[src/rtl/serial_adder_pkg.sv]
// Shared definitions for the bit-serial adder: state encoding and default width.
package serial_adder_pkg;

  localparam int unsigned DefaultWidth = 8;

  typedef enum logic [1:0] {
    StIdle  = 2'b00,
    StShift = 2'b01,
    StDone  = 2'b10
  } state_e;

endpackage

[src/rtl/fa.sv]
// Combinational full adder built from two half adders and an OR for the carry.
module fa (
  input  logic a,
  input  logic b,
  input  logic cin,
  output logic sum,
  output logic cout
);

  logic s0, c0, c1;

  half_adder u_ha0 (
    .a(a),
    .b(b),
    .s(s0),
    .c(c0)
  );

  half_adder u_ha1 (
    .a(s0),
    .b(cin),
    .s(sum),
    .c(c1)
  );

  assign cout = c0 | c1;

endmodule

[src/rtl/half_adder.sv]
// Single-bit half adder.
module half_adder (
  input  logic a,
  input  logic b,
  output logic s,
  output logic c
);

  assign s = a ^ b;
  assign c = a & b;

endmodule

[src/rtl/serial_adder.sv]
// Bit-serial adder: one full-adder stage consumes one operand bit per cycle, LSB first.
module serial_adder
  import serial_adder_pkg::*;
#(
  parameter int unsigned WIDTH = DefaultWidth
) (
  input  logic             clk,
  input  logic             rst_n,
  input  logic             start,
  input  logic [WIDTH-1:0] a,
  input  logic [WIDTH-1:0] b,
  input  logic             cin,
  output logic             busy,
  output logic             done,
  output logic [WIDTH-1:0] sum,
  output logic             cout
);

  localparam int unsigned CntW = $clog2(WIDTH);
  localparam logic [CntW-1:0] CntLast = CntW'(WIDTH - 1);

  state_e           state_q, state_d;
  logic [WIDTH-1:0] a_q, a_d, b_q, b_d, sum_q, sum_d;
  logic             carry_q, carry_d;
  logic [CntW-1:0]  cnt_q, cnt_d;
  logic             fa_sum, fa_cout;

  fa u_fa (
    .a   (a_q[0]),
    .b   (b_q[0]),
    .cin (carry_q),
    .sum (fa_sum),
    .cout(fa_cout)
  );

  always_comb begin
    state_d = state_q;
    a_d     = a_q;
    b_d     = b_q;
    sum_d   = sum_q;
    carry_d = carry_q;
    cnt_d   = cnt_q;
    unique case (state_q)
      StIdle: begin
        if (start) begin
          a_d     = a;
          b_d     = b;
          carry_d = cin;
          cnt_d   = '0;
          state_d = StShift;
        end
      end
      StShift: begin
        // Sum bits enter at the MSB so after WIDTH shifts bit 0 lands at position 0.
        sum_d   = {fa_sum, sum_q[WIDTH-1:1]};
        carry_d = fa_cout;
        a_d     = a_q >> 1;
        b_d     = b_q >> 1;
        if (cnt_q == CntLast) begin
          state_d = StDone;
        end else begin
          cnt_d = cnt_q + 1'b1;
        end
      end
      StDone: begin
        state_d = StIdle;
      end
      default: begin
        state_d = StIdle;
      end
    endcase
  end

  always_ff @(posedge clk or negedge rst_n) begin
    if (!rst_n) begin
      state_q <= StIdle;
      a_q     <= '0;
      b_q     <= '0;
      sum_q   <= '0;
      carry_q <= 1'b0;
      cnt_q   <= '0;
    end else begin
      state_q <= state_d;
      a_q     <= a_d;
      b_q     <= b_d;
      sum_q   <= sum_d;
      carry_q <= carry_d;
      cnt_q   <= cnt_d;
    end
  end

  // The carry flop holds the final carry from DONE until the next accepted start.
  assign busy = (state_q != StIdle);
  assign done = (state_q == StDone);
  assign sum  = sum_q;
  assign cout = carry_q;

endmodule

[config.mk]
export PLATFORM = sky130hd
export DESIGN_NAME = serial_adder
export DESIGN_NICKNAME = d
export VERILOG_FILES = /design/src/rtl/serial_adder_pkg.sv /design/src/rtl/fa.sv /design/src/rtl/half_adder.sv /design/src/rtl/serial_adder.sv
export SDC_FILE = /design/constraint.sdc
export NUM_CORES = 1
export LEC_CHECK = 0
export BUFFER_PORTS_ARGS = -buffer_cell sky130_fd_sc_hd__clkbuf_2
export CAP_MARGIN = 20
export CORE_MARGIN = 2
export CORE_UTILIZATION = 45
export CTS_BUF_LIST = sky130_fd_sc_hd__clkbuf_16
export CTS_CLUSTER_SIZE = 8
export DETAILED_ROUTE_END_ITERATION = 7
export GPL_TIMING_DRIVEN = 0
export PLACE_DENSITY = 0.74
export SETUP_SLACK_MARGIN = 0.15
export SLEW_MARGIN = 10
export SYNTH_ARGS = -nofsm -noshare
export SYNTH_HDL_FRONTEND = slang
export SYNTH_HIERARCHICAL = 1
export SYNTH_SLANG_ARGS = --single-unit
[constraint.sdc]
create_clock -name clk -period 1.77 [get_ports clk]
set_input_delay 0.531 -clock clk [delete_from_list [all_inputs] [get_ports clk]]
set_output_delay 0.531 -clock clk [all_outputs]
set_load 0.01 [all_outputs]
==> impl_metrics.yaml, run 1 <==
place:
  hpwl_um: 2271
  placed_cell_area_um2: 1734
  place_congestion: 0.7164
  io_buffers: 30
  preCtsSetupSlack_ns: -0.003975
power:
  p_clk_share_pct: 22.4
  internal-power_mw: 2.264
  power_leakage_nw: 0.9104
  p_seq_share_pct: 36.1
  power.density_nw_per_um2: 1748
  ir_worst_vdd_v: 0.0006177
  sw_frac_of_total_pct: 33.27
  p_switching_mw: 1.129
  p_comb_share_pct: 41.5
global_route:
  grt_max_degree: 31
  antenna_found_initial: 0
  first_global_vias: 1225
  grt_pass1_wl_um: 5865
  gr-total-overflow: 0
  grt_usage_pct: 19.70
synth:
  synth_top_area_share_pct: 49.42
  synth-async-reset-ratio_pct: 100.0
  ys.flop_type: "dfrtp_1"
  synth_cell_types: 24
  syn_nets: 156
  synthTopCellsByArea: "dfrtp_1 (49%), nor4b_1 (6.3%), mux2_2 (5.9%), nor3b_1 (5.9%), a211oi_1 (4.9%)"
  syn-instance-count: 132
  synth_most_common_cell: "dfrtp_1"
  avgSynthCellArea_um2: 11.51
  synth_seq_cells: 30
  seq_area_frac_synth_pct: 49.42
  synth_common_cells: "dfrtp_1 (30), inv_1 (13), nor3b_1 (12)"
  synth_area_um2: 1519
  yosys_warnings: 6
  synth_edf_count: 0
  netlist.top_cell.by_area: "dfrtp_1"
clock_tree:
  clk_pin_slew_ns: 0.04
  cts_hold_buf: 0
  cts.sinks: 30
  insertion_delay_ns: 0.27
  htree_levels: 2
  cts_tree: "yes"
  numCtsBuffers: 5
  cts_root_buffer: "clkbuf_16"
  clk_path_buf_depth: 2
detailed_routing:
  route.detailed.drc: 0
  drt-vias-per-instance: 5.584
  route.antenna.remaining_nets: 0
  routedWlPerCell_um: 15.63
  vias: 1223
  wl_um: 3422
  drtPass1Iterations: 4
  drt_iter0_markers: 36
floorplanning:
  rows: 21
  chipHeight_um: 62.10
  ios: 31
  dieArea_um2: 3856
  coreArea_um2: 3284
  die_w_um: 62.10
  start_util_pct: 46.25
timing:
  finalCriticalPeriod_ns: 1.870
  clock.fmax_mhz: 534.9
  fin_skew_ns: 0.004105
  fin_crit_sh_pct: 105.6
  worstMarginPinSlew_ns: 0.7495
  rsz0062_at_grt: "yes"
  setup_viol: 1
  whs_ns: 0.3207
  slew_headroom_pct: 50.03
  worst_slack_ns: -0.09958
  slew_violations: 0
  hold_violations: 0
worst_setup_path:
  critPathKind: "reg2out"
  cp_max_fo: 3
  cp.arrival_ns: 1.34
  startpoint_type: "flip-flop"
  required_ns: 1.24
  end_kind: "output port"
final_layout:
  post-route-cell-area_um2: 1941
  register_area_um2: 750.7
  multi_input_area_um2: 666.9
  n_fill_cell: 282
  area_growth_pct: 27.76
  nets: 197
  insertedDiodeCount: 0
  drive_gt1_share_pct: 36.42
min_path:
  hp-class: "in2async"
outcome:
  violations: "setup timing"
  status: "finished with violations"
run:
  cap_violations: 0
-- cell type report --
cell class              count  area share [%]
flip-flops and latches     30           38.68
plain buffers              12           5.029
well taps                  46           2.966
repair buffers             34           9.607
multi-input cells          77           34.36
clock buffers               5           6.447
inverters                  13           2.515
clock inverters             2          0.3868
-- state kept, by name (all words and copies together) (netlist names) --
| name | cells |
|---|---|
| a_q | 8 |
| state_q | 2 |
| cnt_q | 3 |
| cout | 1 |
| b_q | 8 |
| sum | 8 |
-- placed cells by master, fill, tap and decap left out --
cell	count
clkbuf_1	3
buf_6	3
inv_1	15
nor2b_1	1
nor3b_1	12
clkbuf_16	5
or4b_1	5
buf_2	4
clkbuf_2	29
clkbuf_8	1
nand3_1	2
mux2_2	8
o21ba_2	1
nor4b_1	11
buf_8	2
nand2b_1	5
o221a_2	5
or2_1	1
nor4bb_1	2
nor2_1	1
dfrtp_1	30
o221ai_1	2
a211o_1	3
buf_4	4
o21bai_1	1
a21oi_1	1
ha_1	4
and3_1	1
a211oi_1	10
or2_4	1
-- logic make-up after synthesis --
family | Yosys count | share of synthesized area, %
and+or+nand+nor | 42 | 21.50
DFF | 30 | 49.42
buffers and inverters | 25 | 6.837
AOI/OAI and AO/OA | 23 | 13.01
muxes | 8 | 5.931
adders and majority gates | 4 | 3.295
-- worst max-delay path: stages, from the launching register on --
cell     delay (ns)
dfrtp_1        0.38
buf_6          0.13
buf_8          0.11
buf_8          0.11
or2_4          0.22
buf_6          0.12
-- metrics by stage --
step	utilization, %	cells	TNS [ns]	power [mW]
6_report	59.09	219	-0.09958	3.393
5_1_grt	59.09	219	-0.1699	3.653
3_5_place_dp	52.80	208	-0.003975	2.541
3_3_place_gp	52.80	208	0	2.474
4_1_cts	58.90	219	-0.09148	3.402
2_1_floorplan	-	132	0	2.151
-- worst paths after layout --
kind / slack [ns] / startpoint / to / depth (start not counted)
setup / recovery: -0.1 / state_q[1] / busy / 5
hold / removal: 0.32 / rst_n / cout / 1
setup reg to reg: 0.27 / a_q[0] / cout / 4
hold reg to reg: 0.50 / sum[0] / sum[0] / 1
max in group asynchronous: 0.97 / rst_n / a_q[6] / 1
min in group clk: 0.50 / sum[0] / sum[0] / 1
-- repair_timing --
| item | 4_1_cts | 5_1_grt |
|---|---|---|
| endpoints found under the setup margin | 2 | 2 |
| setup buffers | 4 | 0 |
| resized for setup | 11 | 2 |
| pin swaps | 1 | 0 |
-- power by group through the flow --
stage	Clock (mW)	Sequential [mW]	Combinational, mW
finish	0.761	1.23	1.41
global route	0.812	1.27	1.57
CTS	0.778	1.22	1.40
detailed placement	0	1.23	1.31
global placement	0	1.21	1.26
floorplan	0	1.23	0.918
-- per-layer routing --
metal  wire length (µm)  vias to the layer above  GRT usage (%)
li1                   -                      571              -
met1               1608                      610          24.46
met2               1597                       36          33.15
met3                166                        6          5.435
met4                 49                        0          6.944
met5                  0                        -              0
Note: power is estimated with default switching activity, not from simulation.
==> run 2: changes to the inputs <==
==> constraint.sdc (replaced) <==
create_clock -name clk -period 2.4 [get_ports clk]
set_input_delay 0.72 -clock clk [delete_from_list [all_inputs] [get_ports clk]]
set_output_delay 0.72 -clock clk [all_outputs]
set_load 0.01 [all_outputs]
==> run 2 against run 1 <==
The flow now finishes without violations. Critical path depth unchanged. Largest power group unchanged. Register-to-register slack improved by 0.64 ns. Hold slack improved by 0.18 ns. Count of clock-buffer cells in the layout unchanged. Power decreased by 27%. Die area unchanged. Global-route usage decreased by 0.23 points.
==> impl_metrics.yaml, run 2 (synthesis gave the netlist of run 1 again) <==
timing:
  slew_violations: 0
  finalCriticalPeriod_ns: 2.206
  hold_violations: 0
  rsz0062_at_grt: "no"
  setup_viol: 0
  clock.fmax_mhz: 453.2
  worst_slack_ns: 0.1936
  fin_skew_ns: 0.001285
  fin_crit_sh_pct: 91.93
  finalSetupTns_ns: 0
  slew_headroom_pct: 50.30
  worstMarginPinSlew_ns: 0.7456
global_route:
  grt_max_degree: 31
  gr-total-overflow: 0
  grt_pass1_wl_um: 5747
  first_global_vias: 1207
  met1_usage_pct: 25.54
  met3_usage_pct: 5.616
  top_usage_layer: "met2"
  grt_usage_pct: 19.47
  antenna_found_initial: 0
  grt_use_met2_pct: 29.89
detailed_routing:
  routedWlPerCell_um: 15.53
  drtPass1Iterations: 6
  route.detailed.drc: 0
  vias: 1191
  drt_iter0_markers: 35
  wl_um: 3371
  route.antenna.remaining_nets: 0
  drt-vias-per-instance: 5.488
power:
  ir_worst_vdd_v: 0.0004774
  power_leakage_nw: 0.8863
  power.density_nw_per_um2: 1304
clock_tree:
  numCtsBuffers: 5
  cts.sinks: 30
  cts_hold_buf: 0
  clk_pin_slew_ns: 0.05
  cts_root_buffer: "clkbuf_16"
  clk_path_buf_depth: 2
  htree_levels: 2
  cts_tree: "yes"
  insertion_delay_ns: 0.27
final_layout:
  n_fill_cell: 294
  insertedDiodeCount: 0
  layout_commonest_cell: "dfrtp_1"
  layout_common_cells: "dfrtp_1 (30), clkbuf_2 (29), inv_1 (14)"
  area_growth_pct: 24.96
  nets: 194
  drive_gt1_share_pct: 35.67
worst_setup_path:
  startpoint_type: "flip-flop"
  end_kind: "output port"
  critPathKind: "reg2out"
  cp.arrival_ns: 1.49
  required_ns: 1.68
  cp_max_fo: 10
floorplanning:
  die_w_um: 62.10
  chipHeight_um: 62.10
  start_util_pct: 46.25
  ios: 31
  dieArea_um2: 3856
  rows: 21
  coreArea_um2: 3284
min_path:
  hp-class: "in2async"
outcome:
  status: "finished, final reports clean"
run:
  cap_violations: 0
place:
  preCtsSetupSlack_ns: 0.3437
  io_buffers: 30
  place_congestion: 0.7361
  hpwl_um: 2345
-- run 2: cell count changes in the layout (fill, tap and decap cells not counted), sizes merged --
cell    previous run  this run
inv               15        14
clkbuf            38        37
clkinv             0         2
buf               13        11
-- run 2: worst paths after layout --
check,depth (start not counted),start,slack (ns),endpoint
worst min register to register,1,sum[0],0.50,sum[0]
worst max-delay path,5,state_q[1],0.19,busy
min in group clk,1,sum[0],0.50,sum[0]
worst max register to register,4,a_q[0],0.91,cout
max in group asynchronous,1,rst_n,1.42,cnt_q[1]
worst min-delay path,1,rst_n,0.50,b_q[5]
-- run 2: per-layer routing --
metal | part of all wire, % | vias to the layer above
met5 | 0 | -
met4 | 2.2 | 0
met3 | 6.7 | 5
met2 | 46 | 52
met1 | 45 | 568
li1 | - | 566
-- run 2: worst max-delay path, cell delays in order (launching register included) --
cell	delay, ns
dfrtp_1	0.38
buf_6	0.14
buf_6	0.14
buf_8	0.14
or2_2	0.28
buf_2	0.14
-- run 2: what timing repair did --
item / in CTS / in global routing
gates resized for setup: 5 / 3
setup endpoints to repair: 2 / 1
pin swaps: 0 / 0
buffers inserted: 0 / 2
-- run 2: where the power goes --
part / internal [mW] / switching, mW / total (mW)
registers: 0.751 / 0.156 / 0.907
clock network: 0.374 / 0.209 / 0.583
logic: 0.503 / 0.483 / 0.985
-- run 2: cell type report --
class / instances / area, µm² / area share [%]
Sequential cell: 30 / 750.7 / 39.55
Timing Repair Buffer: 32 / 165.2 / 8.701
Tap cell: 46 / 57.56 / 3.032
Multi-Input combinational cell: 77 / 664.4 / 35.00
Clock buffer: 5 / 125.1 / 6.592
Clock inverter: 3 / 12.51 / 0.6592
Inverter: 13 / 48.80 / 2.571
Buffer: 11 / 73.82 / 3.889
-- run 2: through the flow --
stage | power, mW | utilization (%) | area (µm²) | hold WS [ns] | cells
floorplan | 1.578 | - | 1519 | 0.4244 | 132
global placement | 1.818 | 52.57 | 1727 | 0.4892 | 208
detailed placement | 1.887 | 52.57 | 1727 | 0.4962 | 208
CTS | 2.490 | 57.10 | 1876 | 0.5073 | 215
global route | 2.664 | 57.79 | 1898 | 0.5208 | 217
finish | 2.476 | 57.79 | 1898 | 0.5026 | 217
